### config.mk
export PLATFORM = sky130hd
export DESIGN_NAME = arbitro_vc_d_flat
export DESIGN_NICKNAME = d
export VERILOG_FILES = /design/src/rtl/arbitro_vc_d_if.sv /design/src/rtl/arbitro_vc_d.sv /design/src/flat_wrapper.sv
export SDC_FILE = /design/constraint.sdc
export NUM_CORES = 1
export LEC_CHECK = 0
export BUFFER_PORTS_ARGS = -buffer_cell sky130_fd_sc_hd__clkbuf_2
export CAP_MARGIN = 20
export CORE_ASPECT_RATIO = 0.8
export CORE_UTILIZATION = 38
export CTS_CLUSTER_SIZE = 25
export DETAILED_ROUTE_END_ITERATION = 6
export HOLD_SLACK_MARGIN = 0.06
export PLACE_DENSITY = 0.85
export SYNTH_ARGS = -nofsm -noshare
export SYNTH_HDL_FRONTEND = slang
export SYNTH_SLANG_ARGS = --single-unit
### constraint.sdc
create_clock -name clk -period 1.47 [get_ports clk]
set_input_delay 0.294 -clock clk [delete_from_list [all_inputs] [get_ports clk]]
set_output_delay 0.294 -clock clk [all_outputs]
set_load 0.02 [all_outputs]
### src/rtl/arbitro_vc_d_if.sv
// FIFO-side handshake bundle: VC FIFO heads/flags in, D FIFO push strobes out.
interface arbitro_vc_d_if #(parameter int DATA_W = 6);
  logic              empty_VC0, empty_VC1;
  logic [DATA_W-1:0] data_VC0, data_VC1;
  logic              almost_full_D0, almost_full_D1;
  logic              pop_VC0, pop_VC1;
  logic              push_D0, push_D1;
  logic [DATA_W-1:0] data_out;

  // master: the arbiter; slave: the FIFO fabric around it
  modport master (
    input  empty_VC0, empty_VC1, data_VC0, data_VC1, almost_full_D0, almost_full_D1,
    output pop_VC0, pop_VC1, push_D0, push_D1, data_out
  );
  modport slave (
    output empty_VC0, empty_VC1, data_VC0, data_VC1, almost_full_D0, almost_full_D1,
    input  pop_VC0, pop_VC1, push_D0, push_D1, data_out
  );
endinterface

### src/rtl/arbitro_vc_d.sv
// Two-VC to two-D strict-priority arbiter: pops a VC head, pushes it one cycle later
// to the D FIFO selected by data bit 4.
module arbitro_vc_d #(
  parameter int DATA_W = 6,
  parameter int TH_W   = 4
) (
  input  logic              clk,
  input  logic              reset,
  input  logic              init,
  input  logic [TH_W-1:0]   umbral_VCs_in,
  input  logic [TH_W-1:0]   umbral_Ds_in,
  input  logic              error_in,
  arbitro_vc_d_if.master    fifo,
  output logic [TH_W-1:0]   umbral_VCs,
  output logic [TH_W-1:0]   umbral_Ds,
  output logic              active_out,
  output logic              idle_out,
  output logic              error_out,
  output logic [2:0]        state
);

  typedef enum logic [2:0] {
    ST_RESET  = 3'd0,
    ST_INIT   = 3'd1,
    ST_IDLE   = 3'd2,
    ST_ACTIVE = 3'd3,
    ST_ERROR  = 3'd4
  } state_t;

  state_t            state_q, state_d;
  logic              push0_q, push1_q;
  logic [DATA_W-1:0] data_q;
  logic              elig0, elig1, pop0, pop1, push_pend;

  // Destination almost_full only gates the pop; the in-flight word relies on the
  // D threshold leaving one spare slot.
  assign elig0 = !fifo.empty_VC0 &&
                 !(fifo.data_VC0[4] ? fifo.almost_full_D1 : fifo.almost_full_D0);
  assign elig1 = !fifo.empty_VC1 &&
                 !(fifo.data_VC1[4] ? fifo.almost_full_D1 : fifo.almost_full_D0);
  assign pop0  = (state_q == ST_ACTIVE) && elig0;
  assign pop1  = (state_q == ST_ACTIVE) && !elig0 && elig1;
  assign push_pend = push0_q || push1_q;

  always_ff @(posedge clk) begin
    if (reset) state_q <= ST_RESET;
    else       state_q <= state_d;
  end

  always_comb begin
    state_d = state_q;
    case (state_q)
      ST_RESET:  if (init) state_d = ST_INIT;
      ST_INIT:   if (!init) state_d = ST_IDLE;
      ST_IDLE: begin
        if (init)                                  state_d = ST_INIT;
        else if (!fifo.empty_VC0 || !fifo.empty_VC1) state_d = ST_ACTIVE;
      end
      ST_ACTIVE: if (fifo.empty_VC0 && fifo.empty_VC1 && !push_pend) state_d = ST_IDLE;
      ST_ERROR:  state_d = ST_ERROR;
      default:   state_d = ST_RESET;
    endcase
    // error beats every other transition once out of RESET
    if (error_in && (state_q == ST_INIT || state_q == ST_IDLE ||
                     state_q == ST_ACTIVE || state_q == ST_ERROR))
      state_d = ST_ERROR;
  end

  always_ff @(posedge clk) begin
    if (reset) begin
      push0_q <= 1'b0;
      push1_q <= 1'b0;
      data_q  <= '0;
    end else begin
      push0_q <= (pop0 && !fifo.data_VC0[4]) || (pop1 && !fifo.data_VC1[4]);
      push1_q <= (pop0 &&  fifo.data_VC0[4]) || (pop1 &&  fifo.data_VC1[4]);
      if (pop0)      data_q <= fifo.data_VC0;
      else if (pop1) data_q <= fifo.data_VC1;
    end
  end

  always_ff @(posedge clk) begin
    if (reset) begin
      umbral_VCs <= '0;
      umbral_Ds  <= '0;
    end else if (state_q == ST_INIT && init) begin
      umbral_VCs <= umbral_VCs_in;
      umbral_Ds  <= umbral_Ds_in;
    end
  end

  assign fifo.pop_VC0  = pop0;
  assign fifo.pop_VC1  = pop1;
  assign fifo.push_D0  = push0_q;
  assign fifo.push_D1  = push1_q;
  assign fifo.data_out = data_q;

  assign active_out = (state_q == ST_ACTIVE);
  assign idle_out   = (state_q == ST_IDLE);
  assign error_out  = (state_q == ST_ERROR);
  assign state      = state_q;

endmodule

### src/flat_wrapper.sv
// flat-port wrapper written by rule: the top's interface ports become plain ports
module arbitro_vc_d_flat 
#(
  parameter int DATA_W = 6,
  parameter int TH_W   = 4
)
  (clk, reset, init, umbral_VCs_in, umbral_Ds_in, error_in, umbral_VCs, umbral_Ds, active_out, idle_out, error_out, state, fifo_empty_VC0, fifo_empty_VC1, fifo_data_VC0, fifo_data_VC1, fifo_almost_full_D0, fifo_almost_full_D1, fifo_pop_VC0, fifo_pop_VC1, fifo_push_D0, fifo_push_D1, fifo_data_out);
  arbitro_vc_d_if #(.DATA_W(DATA_W)) fifo_i ();
  input  logic clk;
  input  logic reset;
  input  logic init;
  input  logic [TH_W-1:0] umbral_VCs_in;
  input  logic [TH_W-1:0] umbral_Ds_in;
  input  logic error_in;
  output logic [TH_W-1:0] umbral_VCs;
  output logic [TH_W-1:0] umbral_Ds;
  output logic active_out;
  output logic idle_out;
  output logic error_out;
  output logic [2:0] state;
  input wire logic [$bits(fifo_i.empty_VC0)-1:0] fifo_empty_VC0;
  input wire logic [$bits(fifo_i.empty_VC1)-1:0] fifo_empty_VC1;
  input wire logic [$bits(fifo_i.data_VC0)-1:0] fifo_data_VC0;
  input wire logic [$bits(fifo_i.data_VC1)-1:0] fifo_data_VC1;
  input wire logic [$bits(fifo_i.almost_full_D0)-1:0] fifo_almost_full_D0;
  input wire logic [$bits(fifo_i.almost_full_D1)-1:0] fifo_almost_full_D1;
  output wire logic [$bits(fifo_i.pop_VC0)-1:0] fifo_pop_VC0;
  output wire logic [$bits(fifo_i.pop_VC1)-1:0] fifo_pop_VC1;
  output wire logic [$bits(fifo_i.push_D0)-1:0] fifo_push_D0;
  output wire logic [$bits(fifo_i.push_D1)-1:0] fifo_push_D1;
  output wire logic [$bits(fifo_i.data_out)-1:0] fifo_data_out;
  assign fifo_i.empty_VC0 = fifo_empty_VC0;
  assign fifo_i.empty_VC1 = fifo_empty_VC1;
  assign fifo_i.data_VC0 = fifo_data_VC0;
  assign fifo_i.data_VC1 = fifo_data_VC1;
  assign fifo_i.almost_full_D0 = fifo_almost_full_D0;
  assign fifo_i.almost_full_D1 = fifo_almost_full_D1;
  assign fifo_pop_VC0 = fifo_i.pop_VC0;
  assign fifo_pop_VC1 = fifo_i.pop_VC1;
  assign fifo_push_D0 = fifo_i.push_D0;
  assign fifo_push_D1 = fifo_i.push_D1;
  assign fifo_data_out = fifo_i.data_out;
  arbitro_vc_d #(.DATA_W(DATA_W), .TH_W(TH_W)) u_core (.clk(clk), .reset(reset), .init(init), .umbral_VCs_in(umbral_VCs_in), .umbral_Ds_in(umbral_Ds_in), .error_in(error_in), .fifo(fifo_i), .umbral_VCs(umbral_VCs), .umbral_Ds(umbral_Ds), .active_out(active_out), .idle_out(idle_out), .error_out(error_out), .state(state));
endmodule
[Yosys cells after proc, flatten, opt, wreduce, memory -nomap -nowiden]
Index checks and enable logic that the tools add are counted.
Word-level totals
  register bits after elaboration: 19
  word-level logic and storage cells: 63
  input port bits: 28
  output and inout port bits: 24
Cells by class
  equality and inequality tests: 12
  reductions and logical operators: 33
  mux-type cells: 11
Operators by type and width (count)
  3-bit 2-to-1 mux: 6
  3-bit case mux with 5 select lines: 1
  1-bit logical AND: 13
  6-bit 2-to-1 mux: 2
  1-bit logical NOT: 8
  4-bit AND reduction: 2
  1-bit logical OR: 7
  3-bit by 2-bit == test with 1-bit output, second input constant: 2
  3-bit by 2-bit != test with 1-bit output, second input constant: 2
  2-bit != test, second input constant: 2
  4-bit by 2-bit != test with 1-bit output, second input constant: 1
  3-bit by 1-bit == test with 1-bit output, second input constant: 1
  3-bit == test, second input constant: 1
  3-bit logical NOT: 1
  3-bit by 1-bit != test with 1-bit output, second input constant: 1
  3-bit != test, second input constant: 1
  1-bit 2-to-1 mux: 2
  2-bit by 1-bit != test with 1-bit output, second input constant: 1
  2-bit nonzero test: 1
  2-bit OR reduction: 1

[Logic depth before layout (Yosys ltp)]
  word-level depth: 8
  gate-level depth with buffers: 6
  depth with buffers taken out: 4

[Least setup slack after synthesis]
OpenSTA, ideal clock, no wires.
  path type: register to output
  start point: reg u_core.state_q[0], in the netlist u_core.state[0]
  end point: out fifo_pop_VC1
  setup slack: -0.397 ns
  data required time: 1.176 ns
  path buffers: 1
  data arrival time: 1.573 ns
  cell stages (with the launch flop): 5
  path through: dfxtp_1 buf_2 nand3b_4 a2111oi_4 nor2b_1
Between the ends
  longest elaborated chain between the ends: 3
RTL lines
  start, declared: RTL line arbitro_vc_d.sv:30  | state_t state_q, state_d;
  start signal, assigned: RTL line arbitro_vc_d.sv:47  | else state_q <= state_d;
  3-bit by 2-bit == test with 1-bit output: RTL line arbitro_vc_d.sv:42  | assign pop1 = (state_q == ST_ACTIVE) && !elig0 && elig1;
  1-bit logical AND (2 in a row): RTL line arbitro_vc_d.sv:42
  end, declared: RTL line flat_wrapper.sv:28  | output wire logic [$bits(fifo_i.pop_VC1)-1:0] fifo_pop_VC1;
Every way passes these cells.

[Worst setup path in the final report]
  start point: reg u_core.state_q[2], in the netlist u_core.state[2]
  end point: out fifo_pop_VC0
Between the ends
  longest elaborated chain between the ends: 2
RTL lines
  3-bit by 2-bit == test with 1-bit output: RTL line arbitro_vc_d.sv:41  | assign pop0 = (state_q == ST_ACTIVE) && elig0;
  1-bit logical AND: RTL line arbitro_vc_d.sv:41
  end, declared: RTL line flat_wrapper.sv:27  | output wire logic [$bits(fifo_i.pop_VC0)-1:0] fifo_pop_VC0;
Every way passes these cells.

==> flow_summary.json <==
{
  "status": "complete, but fails checks",
  "violations": "design-rule violations, negative setup slack",
  "period_needed_ns": 1.66,
  "max_stage_delay_ns": 0.34,
  "yosys.cell_count.top_type": "dfxtp_1",
  "io_pins": 52,
  "finClkSkew_ns": 0.00118,
  "p_sw_uw": 276,
  "postLayoutCellArea_sq_um": 1450,
  "synth_common_cells": "dfxtp_1, mux2i_1, nor2_1, a21oi_1, o31ai_1",
  "min_from": "umbral_VCs_in[0]",
  "p_per_area_nw_per_um2": 691,
  "drive_above_1_share_pct": 54.1,
  "crit_path_end_kind": "primary output",
  "yosysSeqAreaShare_pct": 41.5,
  "cts_tree": "done",
  "finalCritPeriodShare_pct": 113,
  "p_comb_share_pct": 19.2,
  "busiest_layer": "met2",
  "grt_overflow": 0,
  "yosysWarnings": 0,
  "cts.clk_slew.worst_paths_ns": 0.11,
  "grt_pass1_vias": 879,
  "r2r_start": "u_core.state[2]",
  "ir_worst_vdd_v": 0.000576,
  "grt_max_degree": 13,
  "leakagePower_nw": 0.708,
  "cp_cell_sequence": "nand3b_4 -> buf_4 -> buf_6 -> nor3_4 -> clkbuf_8",
  "synth.distinct_cells": 30,
  "crit_required_ns": 1.18,
  "route.detailed.vias_per_inst": 5.10,
  "relSlewSlack_pct": 74.0,
  "min_path_type": "input port to flip-flop",
  "wl_um": 2440,
  "die_w_um": 56.9,
  "synth_top_area_share_pct": 41.5,
  "drt_iter0_drc": 12,
  "cp_max_fo": 3,
  "maxCapViolCount": 0,
  "antenna_found_initial": 0,
  "worst_pin_slew_ns": 0.385,
  "cts_buffers": 3,
  "synth_edf_count": 0,
  "core_area_sq_um": 2210,
  "critical_path.top_delay_family": "buffers and inverters",
  "synth_area_leaders": "dfxtp_1, mux2i_1, nor2_1, o31ai_1, nor3_4",
  "syn_nets": 119,
  "yosysTopAreaCell": "dfxtp_1",
  "layout.nets": 186,
  "arrival_ns": 1.37,
  "slew_violations": 0,
  "clock.fmax_ghz": 0.601,
  "setup_slack_ns": -0.195,
  "gr-usage-met2_pct": 36.0,
  "syn-cell-area_sq_um": 916,
  "num_rows": 15,
  "area_growth_pct": 58.5,
  "use_met1_pct": 20.3,
  "rsz0062_at_grt": "yes",
  "clock_latency_ns": 0.30,
  "vias": 929,
  "p_sw_share_pct": 27.5,
  "start_kind": "flip-flop",
  "synth_cells": 91,
  "grtUsageMet3_pct": 6.53,
  "grt_pass1_wl_um": 3750,
  "seq_power_share_pct": 53.3,
  "cell_internal_pwr_uw": 727,
  "cts_root_buf": "clkbuf_4",
  "fin_util_pct": 65.5,
  "clockBufferDepth": 2,
  "die_y_um": 45.9,
  "diodes": 0,
  "slowest_stage": "dfxtp_2",
  "firstDrtPassIters": 6,
  "criticalPathCategory": "flip-flop to primary output",
  "dieArea_sq_um": 2610,
  "io_buffers": 51,
  "ys_seq_elements": 19,
  "async_reset_ff_share_pct": 0,
  "gp_congestion": 0.856,
  "pwr-share-clk_pct": 27.5,
  "drc_errors": 5,
  "worstSetupStartpoint": "u_core.state[2]",
  "placed_area_sq_um": 1270,
  "start_util_pct": 41.4,
  "setup_violations": 9,
  "cp.buffers_inverters": 3,
  "post-dp-hpwl_um": 1830,
  "htree_num_levels": 1,
  "hold_violations": 0,
  "grt_use_total_pct": 19.0,
  "ys.flop_type": "dfxtp_1",
  "postRouteAntennaNets": 0,
  "cts_sinks": 19,
  "routedWlPerCell_um": 13.4,
  "whs_ns": 0.229,
  "syn-mean-instance-area_sq_um": 10.1
}
==> sequential cells by signal, summed over array words and instances (netlist names) <==
register,count
u_core.fifo.data_out,6
u_core.umbral_Ds,4
u_core.umbral_VCs,4
u_core.state,3
u_core.fifo.push_D0,1
u_core.fifo.push_D1,1
==> logic make-up after synthesis <==
family	after synthesis	synth area share, %
AND/OR/NAND/NOR	31	21.4
AO/OA/AOI/OAI	19	15.8
flip-flops	19	41.5
multiplexers	14	15.8
buffers and inverters	7	4.23
adder cells (fa/ha/maj)	1	1.09
==> cell usage in the layout, fill, tap and decap left out <==
cell type and n:
nor3b_1 2, nor2b_4 1, nor3_4 2, nor2_4 1
nor3b_2 1, o41ai_1 1, clkbuf_16 1, a211oi_1 2
inv_4 2, buf_8 4, nor2_1 11, and3_1 1
nor2b_1 1, o21a_1 1, a21oi_1 5, clkbuf_8 1
or3b_2 1, dfxtp_1 16, dfxtp_4 2, buf_12 2
nand2_1 4, maj3_1 1, clkbuf_2 46, o31ai_1 5
buf_4 10, or2_4 1, mux2_4 1, a2111oi_4 1
dfxtp_2 1, and3b_1 1, nand3b_4 1, nor4_1 1
and2_4 1, o21ai_0 3, clkbuf_4 3, inv_1 2
or3_1 1, a31o_1 1, buf_6 2, mux2i_1 13
==> layout make-up <==
class	instances	area [sq um]
repair buffers	66	467
fillers	196	763
clock inverters	1	6.26
well taps	25	31.3
clock buffers	3	22.5
inverters	3	13.8
multi-input cells	65	522
flip-flops and latches	19	389
==> layer usage <==
layer  part of all wire, %  wire length [um]
met5                     0                 0
met3                   6.5               159
met4                   1.4                34
met2                    53              1300
met1                    39               946
==> tightest hold or removal path, delay by kind of cell <==
kind | cells | cell delay, ns
multiplexers | 1 | 0.05
buffers and inverters | 1 | 0.07
AND/OR/NAND/NOR | 1 | 0.08
==> worst paths after layout <==
kind | slack, ns | cells after the start | to
max reg2reg | -0.11 | 8 | u_core.fifo.data_out[3]
min | 0.23 | 3 | u_core.umbral_VCs[0]
max | -0.19 | 5 | fifo_pop_VC0
min reg2reg | 0.50 | 1 | u_core.fifo.data_out[4]
==> metrics by stage <==
stage / power [mW] / setup TNS [ns] / std cells / worst slack [ns]
final: 1.00 / -0.894 / 182 / -0.195
after global routing: 1.05 / -1.36 / 182 / -0.245
after CTS: 0.998 / -0.356 / 177 / -0.204
after detailed placement: 0.714 / -0.152 / 170 / -0.0518
after global placement: 0.706 / 0 / 170 / 0.0161
after floorplan: 0.635 / -0.258 / 91 / -0.189
==> power by group through the flow <==
stage          combinational (mW)  sequential, mW  clock [mW]
2_1_floorplan              0.0725           0.562           0
3_3_place_gp                0.161           0.545           0
3_5_place_dp                0.167           0.546           0
4_1_cts                     0.179           0.535       0.284
5_1_grt                     0.208           0.537       0.306
6_report                    0.192           0.535       0.276
==> repair_timing <==
item,CTS,global route
endpoints found under the setup margin,6,10
gates resized for setup,18,8
pin swaps,2,2
buffers inserted,3,6
hold buffers,0,0
gates cloned,0,1
(Power assumes the default switching activity.)
